**config.mk**
```make
export PLATFORM = sky130hd
export DESIGN_NAME = gate_sequencer
export DESIGN_NICKNAME = d
export VERILOG_FILES = /design/src/rtl/gc_pkg.sv /design/src/rtl/gate_hazard_chk.sv /design/src/rtl/gate_sequencer.sv
export SDC_FILE = /design/constraint.sdc
export NUM_CORES = 1
export LEC_CHECK = 0
export CORE_AREA = 2 2 372 374
export CTS_CLUSTER_SIZE = 12
export DETAILED_ROUTE_END_ITERATION = 10
export DIE_AREA = 0 0 374 376
export GPL_TIMING_DRIVEN = 0
export MAX_ROUTING_LAYER = met4
export PLACE_DENSITY = 0.41
export SETUP_SLACK_MARGIN = 0.4
export SYNTH_ARGS = -nofsm -noshare
export SYNTH_HDL_FRONTEND = slang
export SYNTH_HIERARCHICAL = 1
export SYNTH_SLANG_ARGS = --single-unit
```
**constraint.sdc**
```tcl
create_clock -name clk -period 8.3 [get_ports clk]
set_clock_uncertainty 0.2 [all_clocks]
set_input_delay 1.66 -clock clk [delete_from_list [all_inputs] [get_ports clk]]
set_output_delay 1.66 -clock clk [all_outputs]
set_load 0.05 [all_outputs]
```
**src/rtl/gc_pkg.sv**
```systemverilog
// Shared types and constants for the garbled-circuit gate sequencer.
package gc_pkg;

  localparam int GC_S = 20;
  localparam int GC_K = 128;

  localparam logic [3:0] GATE_XOR = 4'b0110;

  typedef enum logic [2:0] {
    IDLE,
    FETCH,
    LOAD,
    ISSUE,
    DRAIN,
    DONE
  } seq_state_t;

  // One garbling job as handed to the engine, at the default widths.
  typedef struct packed {
    logic [GC_S-1:0] gid;
    logic [3:0]      gate_logic;
    logic [1:0]      flags;
    logic [GC_K-1:0] lbl0;
    logic [GC_K-1:0] lbl1;
  } gate_job_t;

endpackage

```
**src/rtl/gate_hazard_chk.sv**
```systemverilog
// Flags a gate whose non-input operand wire has not yet been written back.
module gate_hazard_chk #(
  parameter int S = 20
) (
  input  logic [S-1:0] in0,
  input  logic [S-1:0] in1,
  input  logic         in0F,
  input  logic         in1F,
  input  logic [S-1:0] input_size,
  input  logic [S-1:0] wb_count,
  output logic         stall
);

  logic [S-1:0] off0;
  logic [S-1:0] off1;

  // Gate outputs occupy label addresses input_size + gate index.
  assign off0  = in0 - input_size;
  assign off1  = in1 - input_size;
  assign stall = (!in0F && (off0 >= wb_count)) || (!in1F && (off1 >= wb_count));

endmodule

```
**src/rtl/gate_sequencer.sv**
```systemverilog
// Sequences gates from the netlist ROM into garbling jobs and writes results back.
// Optional GATE_SEQ_STATS_EN adds stall_cycles / free_gates counters.
module gate_sequencer
  import gc_pkg::*;
#(
  parameter int S = GC_S,
  parameter int K = GC_K
) (
  input  logic         clk,
  input  logic         rst_n,
  input  logic         start,
  input  logic [S-1:0] num_gates,
  output logic         busy,
  output logic         done,
  output logic [S-1:0] gid,
  input  logic [S-1:0] input_size,
  input  logic         in0F,
  input  logic         in1F,
  input  logic [S-1:0] in0,
  input  logic [S-1:0] in1,
  input  logic [3:0]   g_logic,
  output logic [S-1:0] lbl_raddr0,
  output logic [S-1:0] lbl_raddr1,
  input  logic [K-1:0] lbl_rdata0,
  input  logic [K-1:0] lbl_rdata1,
  output logic         lbl_we,
  output logic [S-1:0] lbl_waddr,
  output logic [K-1:0] lbl_wdata,
  output logic         job_valid,
  input  logic         job_ready,
  output logic [S-1:0] job_gid,
  output logic [3:0]   job_logic,
  output logic [1:0]   job_flags,
  output logic [K-1:0] job_lbl0,
  output logic [K-1:0] job_lbl1,
  input  logic         res_valid,
  input  logic [K-1:0] res_label
`ifdef GATE_SEQ_STATS_EN
  ,
  output logic [31:0]  stall_cycles,
  output logic [S-1:0] free_gates
`endif
);

  seq_state_t   state;
  seq_state_t   state_nx;
  logic [S-1:0] ng_q;
  logic [S-1:0] issue_cnt;
  logic [S-1:0] wb_count;
  logic         hazard;
  logic         fetch_go;
  logic         issue_fire;
  logic         wb_fire;
  logic         run_start;

  gate_hazard_chk #(.S(S)) u_hazard (
    .in0        (in0),
    .in1        (in1),
    .in0F       (in0F),
    .in1F       (in1F),
    .input_size (input_size),
    .wb_count   (wb_count),
    .stall      (hazard)
  );

  assign run_start  = (state == IDLE) && start;
  assign fetch_go   = (state == FETCH) && !hazard;
  assign issue_fire = (state == ISSUE) && job_ready;
  // A result with nothing outstanding, or arriving while idle, is dropped.
  assign wb_fire    = res_valid && (state != IDLE) && (wb_count != issue_cnt);

  always_comb begin
    state_nx   = state;
    busy       = 1'b0;
    done       = 1'b0;
    gid        = '0;
    lbl_raddr0 = '0;
    lbl_raddr1 = '0;
    job_valid  = 1'b0;
    lbl_we     = wb_fire;
    lbl_waddr  = '0;
    lbl_wdata  = '0;
    if (wb_fire) begin
      lbl_waddr = input_size + wb_count;
      lbl_wdata = res_label;
    end
    case (state)
      IDLE: begin
        if (start) state_nx = (num_gates == '0) ? DONE : FETCH;
      end
      FETCH: begin
        busy = 1'b1;
        gid  = issue_cnt;
        if (!hazard) begin
          lbl_raddr0 = in0;
          lbl_raddr1 = in1;
          state_nx   = LOAD;
        end
      end
      LOAD: begin
        busy     = 1'b1;
        state_nx = ISSUE;
      end
      ISSUE: begin
        busy      = 1'b1;
        job_valid = 1'b1;
        if (job_ready) state_nx = ((issue_cnt + S'(1)) == ng_q) ? DRAIN : FETCH;
      end
      DRAIN: begin
        busy = 1'b1;
        if (wb_count == ng_q) state_nx = DONE;
      end
      DONE: begin
        done     = 1'b1;
        state_nx = IDLE;
      end
      default: state_nx = IDLE;
    endcase
  end

  always_ff @(posedge clk or negedge rst_n) begin
    if (!rst_n) begin
      state     <= IDLE;
      ng_q      <= '0;
      issue_cnt <= '0;
      wb_count  <= '0;
      job_gid   <= '0;
      job_logic <= '0;
      job_flags <= '0;
      job_lbl0  <= '0;
      job_lbl1  <= '0;
    end else begin
      state <= state_nx;
      if (run_start) begin
        ng_q      <= num_gates;
        issue_cnt <= '0;
        wb_count  <= '0;
      end else begin
        if (issue_fire) issue_cnt <= issue_cnt + S'(1);
        if (wb_fire)    wb_count  <= wb_count + S'(1);
      end
      if (fetch_go) begin
        job_gid   <= issue_cnt;
        job_logic <= g_logic;
        job_flags <= {in1F, in0F};
      end
      if (state == LOAD) begin
        job_lbl0 <= lbl_rdata0;
        job_lbl1 <= lbl_rdata1;
      end
    end
  end

`ifdef GATE_SEQ_STATS_EN
  always_ff @(posedge clk or negedge rst_n) begin
    if (!rst_n) begin
      stall_cycles <= '0;
      free_gates   <= '0;
    end else if (run_start) begin
      stall_cycles <= '0;
      free_gates   <= '0;
    end else begin
      if ((state == FETCH) && hazard && (stall_cycles != '1))
        stall_cycles <= stall_cycles + 32'd1;
      if (issue_fire && (job_logic == GATE_XOR) && (free_gates != '1))
        free_gates <= free_gates + S'(1);
    end
  end
`endif

endmodule
```
== After elaboration in Yosys (flattened, before gate mapping) ==
Cells that the tools add are included.
Word-level totals
  register bits: 345
  input bits: 475
  word-level logic and storage cells: 67
  output and inout port bits: 494
Operators by class
  mux-type cells: 21
  equality and inequality tests: 12
  $lt $le $gt $ge: 2
  $add $sub $neg: 5
  reductions and logical operators: 18
Operators by type and width (count)
  two-way mux 20 bit: 10
  two-way mux 128 bit: 1
  adder 20 x 1 -> 20 bit, second input constant: 2
  == test 20 bit: 2
  >= comparator 20 bit: 2
  subtractor 20 bit: 2
  adder 20 bit: 1
  zero test 20 bit: 1
  != test 20 bit: 1
  two-way mux 3 bit: 6
  one-hot mux 3 bit (5 select lines): 1
  != test 2 bit, second input constant: 4
  logical AND 1 bit: 7
  == test 3 x 2 -> 1 bit, second input constant: 2
  == test 3 bit, second input constant: 2
  AND reduction 4 bit: 1
  nonzero test 2 bit: 2
  OR reduction 4 bit: 1
  == test 3 x 1 -> 1 bit, second input constant: 1
  zero test 1 bit: 3
  zero test 3 bit: 1
  two-way mux 1 bit: 3
  nonzero test 3 bit: 1
  logical OR 1 bit: 1

== Longest topological paths before layout ==
  depth after elaboration: 6
  depth in mapped cells: 20
  gate-level depth less buffers: 20

== Modules after synthesis ==
The synthesis kept the hierarchy.
Modules (own cells, without submodules)
  gate_sequencer: times used 1, area each 16812.4 um2, seq. area each 8633.3 um2, cells each 1438
  gate_hazard_chk: times used 1, area each 2816.5 um2, seq. area each 0.0 um2, cells each 378

== Worst setup path before layout ==
Ideal clock, no wire load.
  path kind: input-to-output
  from: in in1[0]
  to: out lbl_raddr0[0]
  path slack: 1.194 ns
  stages: 19
  data required time: 6.440 ns
  buffers on the path: 1
  data arrival time: 5.246 ns
  cells stage by stage: inv_1 -> ha_1 -> inv_1 -> fa_1 -> a21oi_2 -> o21ai_1 -> a221o_1 -> a21oi_2 -> mux2i_1 -> a2111o_1 -> ha_1 -> a21o_1 -> a21o_1 -> a21oi_1 -> o22ai_1 -> a211o_1 -> inv_1 -> clkbuf_1 -> and3_1
Between the ends
  word-level cells in the longest chain between the ends: 6
RTL lines
  start, declared: line gate_sequencer.sv:20  | input logic [S-1:0] in1,
  subtractor 20 bit: line gate_hazard_chk.sv:19  | assign off1 = in1 - input_size;
  >= comparator 20 bit: line gate_hazard_chk.sv:20  | assign stall = (!in0F && (off0 >= wb_count)) || (!in1F && (off1 >= wb_count));
  logical AND 1 bit: line gate_hazard_chk.sv:20
  logical OR 1 bit: line gate_hazard_chk.sv:20
  named net hazard: line gate_sequencer.sv:50  | logic hazard;
  two-way mux 20 bit: line gate_sequencer.sv:94  | if (!hazard) begin
  two-way mux 20 bit: line gate_sequencer.sv:87  | case (state)
  end, declared: line gate_sequencer.sv:22  | output logic [S-1:0] lbl_raddr0,
The timed path passes the listed nets, and every way through them passes these cells.

== Worst setup path after layout ==
  from: in in0[4]
  to: out lbl_raddr0[4]
Between the ends
  word-level cells in the longest chain between the ends: 6
RTL lines
  start, declared: line gate_sequencer.sv:19  | input logic [S-1:0] in0,
  subtractor 20 bit: line gate_hazard_chk.sv:18  | assign off0 = in0 - input_size;
  >= comparator 20 bit: line gate_hazard_chk.sv:20
  logical AND 1 bit: line gate_hazard_chk.sv:20
  logical OR 1 bit: line gate_hazard_chk.sv:20
  named net hazard: line gate_sequencer.sv:50
  two-way mux 20 bit: line gate_sequencer.sv:94
  two-way mux 20 bit: line gate_sequencer.sv:87
The timed path passes the listed nets, and every way through them passes these cells.

==> results by group <==
Logic synthesis
  • Post-Syn Area per Cell: approximately 11 um^2
  • Count of cell types in the netlist: 75
  • Most frequent cell after synthesis: dfrtp_1
  • Post-synth net total: roughly 2,400
  • Area leader, netlist: dfrtp_1
  • Main area contributors after synthesis: dfrtp_1 44%, mux2_2 16%, ha_1 6.3%
  • Top post-synthesis cells by count: 345 x dfrtp_1, 282 x mux2_2, 171 x and2_1, 120 x nand2_1, 99 x ha_1
  • Post-synth EDFFs: 0
  • Seq cells post-synth: roughly 350
  • Seq/Total Area, Yosys: a little over two fifths
  • Total of warnings raised by yosys: 6
  • Post-synth top flop: dfrtp_1
  • Synthesized cell area: 19,600 um^2
  • Post-Syn Instances: between 1,500 and 2,000
  • Synth async-reset ratio: between 90% and 100%
  • Yosys top cell area share: approximately 44%

Power and ir drop
  • Net Sw Power: ~0.007 W
  • Maximum VDD drop: roughly 0.00028 V
  • Sw frac: between 50% and 60%
  • Tot Pwr: about 0.014 W
  • PD cells: roughly 410 nW/um^2
  • Internal cell power: around 0.0068 W
  • Sequential share of power: a little over a fifth
  • Combinational power share: between 60% and 70%
  • Clock share of power: around 16%
  • Leak: between 10 and 15 nW

Setup path
  • RR Startpoint: wb_count[1]
  • R2R Setup Slk: roughly 4.2 ns
  • Worst R2R End: job_gid[16]
  • Startpoint types: primary input
  • Worst r2r path cells: 12
  • CP most frequent cell: ha_1
  • CP max FO: 10
  • Worst Path Arrival: slightly below 6 ns
  • WP data required: approximately 6.4 ns
  • Slowest-stage cell, CP: clkdlybuf4s50_1
  • Crit-path cells: clkdlybuf4s50_1, ha_1, a21oi_4, and2_2, a221oi_4, buf_4, o211a_1, o41ai_2, xnor2_1, ha_1, a21o_1, nand3_1, a21oi_1, a211oi_1, o22ai_1, a211o_2, clkinv_4, clkbuf_8, and3_4, buf_6
  • Critical Path Max Stage Delay: about 0.45 ns
  • Crit path kind: in -> out
  • Worst setup EP type: primary output

Cells and area
  • Post-layout util: between 20% and 30%
  • Fraction of layout cells with a size suffix above 1: 17.2%
  • Design Area, Final: 33,700 um^2
  • P&R area growth vs syn: 71.6%
  • Final net count: about 3,400

Floorplan
  • Chip Height: ~380 um
  • IO Count: about 970
  • Starting density of the core: 14.4%
  • Core area: ~140,000 um^2
  • Die ar.: 141,000 um^2
  • Die Span X: 374 um
  • Row count: 136

Worst hold path
  • Hold Crit Depth: 1
  • Worst hold path class: reg -> reg
  • Worst hold start: job_lbl0[84]
  • Hold Path Sink: job_lbl0[84]

Global routing
  • Overflow after GRT: 0
  • Largest net degree at the start of global routing: approximately 100
  • Antenna violations before repair: 38
  • Number of global-route vias before repair: ~19,000
  • First-pass GRT wire length: 149 mm
  • GRT Total Usage: between 15 and 20%

STA
  • Setup Viol. Count Final: 0
  • Final min period: 7.78 ns
  • Relative slew slack: 35.0%
  • Fin. max-slew vios: 0
  • Worst Max-Slew Pin Slew: between 0.9 and 1 ns
  • Final Hold Viols: 0
  • Crit share post-route: a little over nine tenths
  • RSZ-0062 raised after global routing: no
  • Max Freq: around 130 MHz

Place
  • Final Wtd Congestion: 0.834
  • Dpl hpwl: 91.4 mm
  • Port Buffer Count: about 970
  • Post-Place Cell Area: 31,700 um^2

Detailed routing
  • Final WL: between 100 and 150 mm
  • Routed vias: about 18,000
  • Remaining antenna violation count: 0
  • Vias per inst: approximately 3.8
  • First-pass DRT Iterations: 5
  • WL per Instance: 23.5 um
  • Initial DRC count: around 830
  • DRC viols: 0

CTS
  • Total CTS buffers: 45
  • Clk slew on worst S/H paths: 0.06 ns
  • Clk buf depth: 3
  • H-tree level count: 2
  • Clk sinks: 345
  • TritonCTS clock tree: yes
  • Clock Tree Root: clkbuf_16
  • Clk_lat worst skew: about 0.59 ns

Run
  • # Max-Cap Violations: 0

Run status
  • Status: finished clean
==> kinds of logic (layout without fill, tap and decap cells) <==
group                    Yosys count  count (layout)  share of synthesized area [%]
AND/OR/NAND/NOR                  547             547                           15.5
adder cells (fa/ha/maj)          102             102                           6.62
XOR/XNOR                         135             135                           6.02
AO/OA/AOI/OAI                    243             243                           8.04
other                              0              14                              0
multiplexers                     286             286                           16.4
flip-flops                       345             345                           44.0
buffers and inverters            158            1221                           3.48
==> layout by cell type, fill, tap and decap left out, drive strengths merged, types with 4 or more instances in the layout <==
cell and n:
a31oi 9, a21oi 67, or3 8, o21ai 64
and4 6, xnor2 67, nor2 54, a211oi 6
o21a 9, nand2b 12, o21bai 4, nor3 18
a211o 7, o41ai 4, nand4 32, buf 90
mux2 282, and2 173, dfrtp 345, nor4 18
nand3 32, dlygate4sd2 4, ha 99, bufinv 8
xor2 68, nand2 120, and3 57, inv 59
diode 14, o31ai 9, clkbuf 125, clkdlybuf4s50 921
clkinv 12, mux2i 4, a21o 38
==> how the worst max path moves through the flow <==
stage                              from             to  slack (ns)  cells after the start
after floorplan                  in1[0]  lbl_raddr0[0]        1.19                     19
after CTS                 input_size[3]  lbl_raddr0[4]        0.40                     19
after detailed placement  input_size[0]  lbl_raddr0[4]       -1.02                     20
after global placement            rst_n   job_lbl1[62]      -12.44                      1
after global routing             in1[0]  lbl_raddr1[1]        0.40                     21
final                            in0[4]  lbl_raddr0[4]        0.52                     20
==> worst max-delay path, delay by kind of cell <==
| kind | cells | cell delay [ns] |
|---|---|---|
| fa+ha+maj | 2 | 0.67 |
| buf+inv | 5 | 1.05 |
| xor+xnor | 1 | 0.21 |
| compound gates | 9 | 1.83 |
| simple gates | 3 | 0.48 |
==> power by group through the flow <==
stage	combinational [W]	sequential, W	clock (W)
2_1_floorplan	0.00297	0.00518	0
3_3_place_gp	0.00862	0.00293	0
3_5_place_dp	0.00858	0.00293	0
4_1_cts	0.00865	0.00294	0.00233
5_1_grt	0.00900	0.00302	0.00238
6_report	0.00859	0.00292	0.00223
==> per-layer routing <==
metal	share of wire [%]	routed length, um	vias to the layer above	GRT usage, %
met5	0	0	-	-
met3	10	11000	157	6.47
met4	3.5	3840	0	4.67
li1	-	-	8457	-
met1	39	42700	8607	16.9
met2	48	52800	691	25.4
==> repair_timing <==
action                     4_1_cts  5_1_grt
resized for setup              292       37
setup endpoints to repair       40       40
pin swaps                        8       13
buffers inserted                 4        4
hold buffers                     0        0
==> registers in the layout, summed over array words and instances (netlist names) <==
name	count
state	3
job_flags	2
ng_q	20
job_gid	20
issue_cnt	20
wb_count	20
job_lbl1	128
job_lbl0	128
job_logic	4
==> final cells by class <==
| class | instances | area (um^2) |
|---|---|---|
| inverter | 59 | 226 |
| antenna | 14 | 35.0 |
| buffer | 99 | 489 |
| clock inverter | 20 | 365 |
| sequential | 345 | 8630 |
| clock buffer | 63 | 1310 |
| tap | 1794 | 2240 |
| timing repair buffer | 980 | 9870 |
| multi-input combinational | 1313 | 10500 |
| fill | 14700 | 103000 |
==> per-stage QoR <==
step	TNS [ns]	hold slack, ns	worst slack (ns)	instances
6_report	0	0.303	0.525	4687
3_3_place_gp	-4294.39	0.289	-12.44	4578
3_5_place_dp	-34.65	0.295	-1.02	4582
4_1_cts	0	0.308	0.401	4669
5_1_grt	0	0.317	0.401	4681
2_1_floorplan	0	0.306	1.19	1816
(Power assumes the default switching activity.)
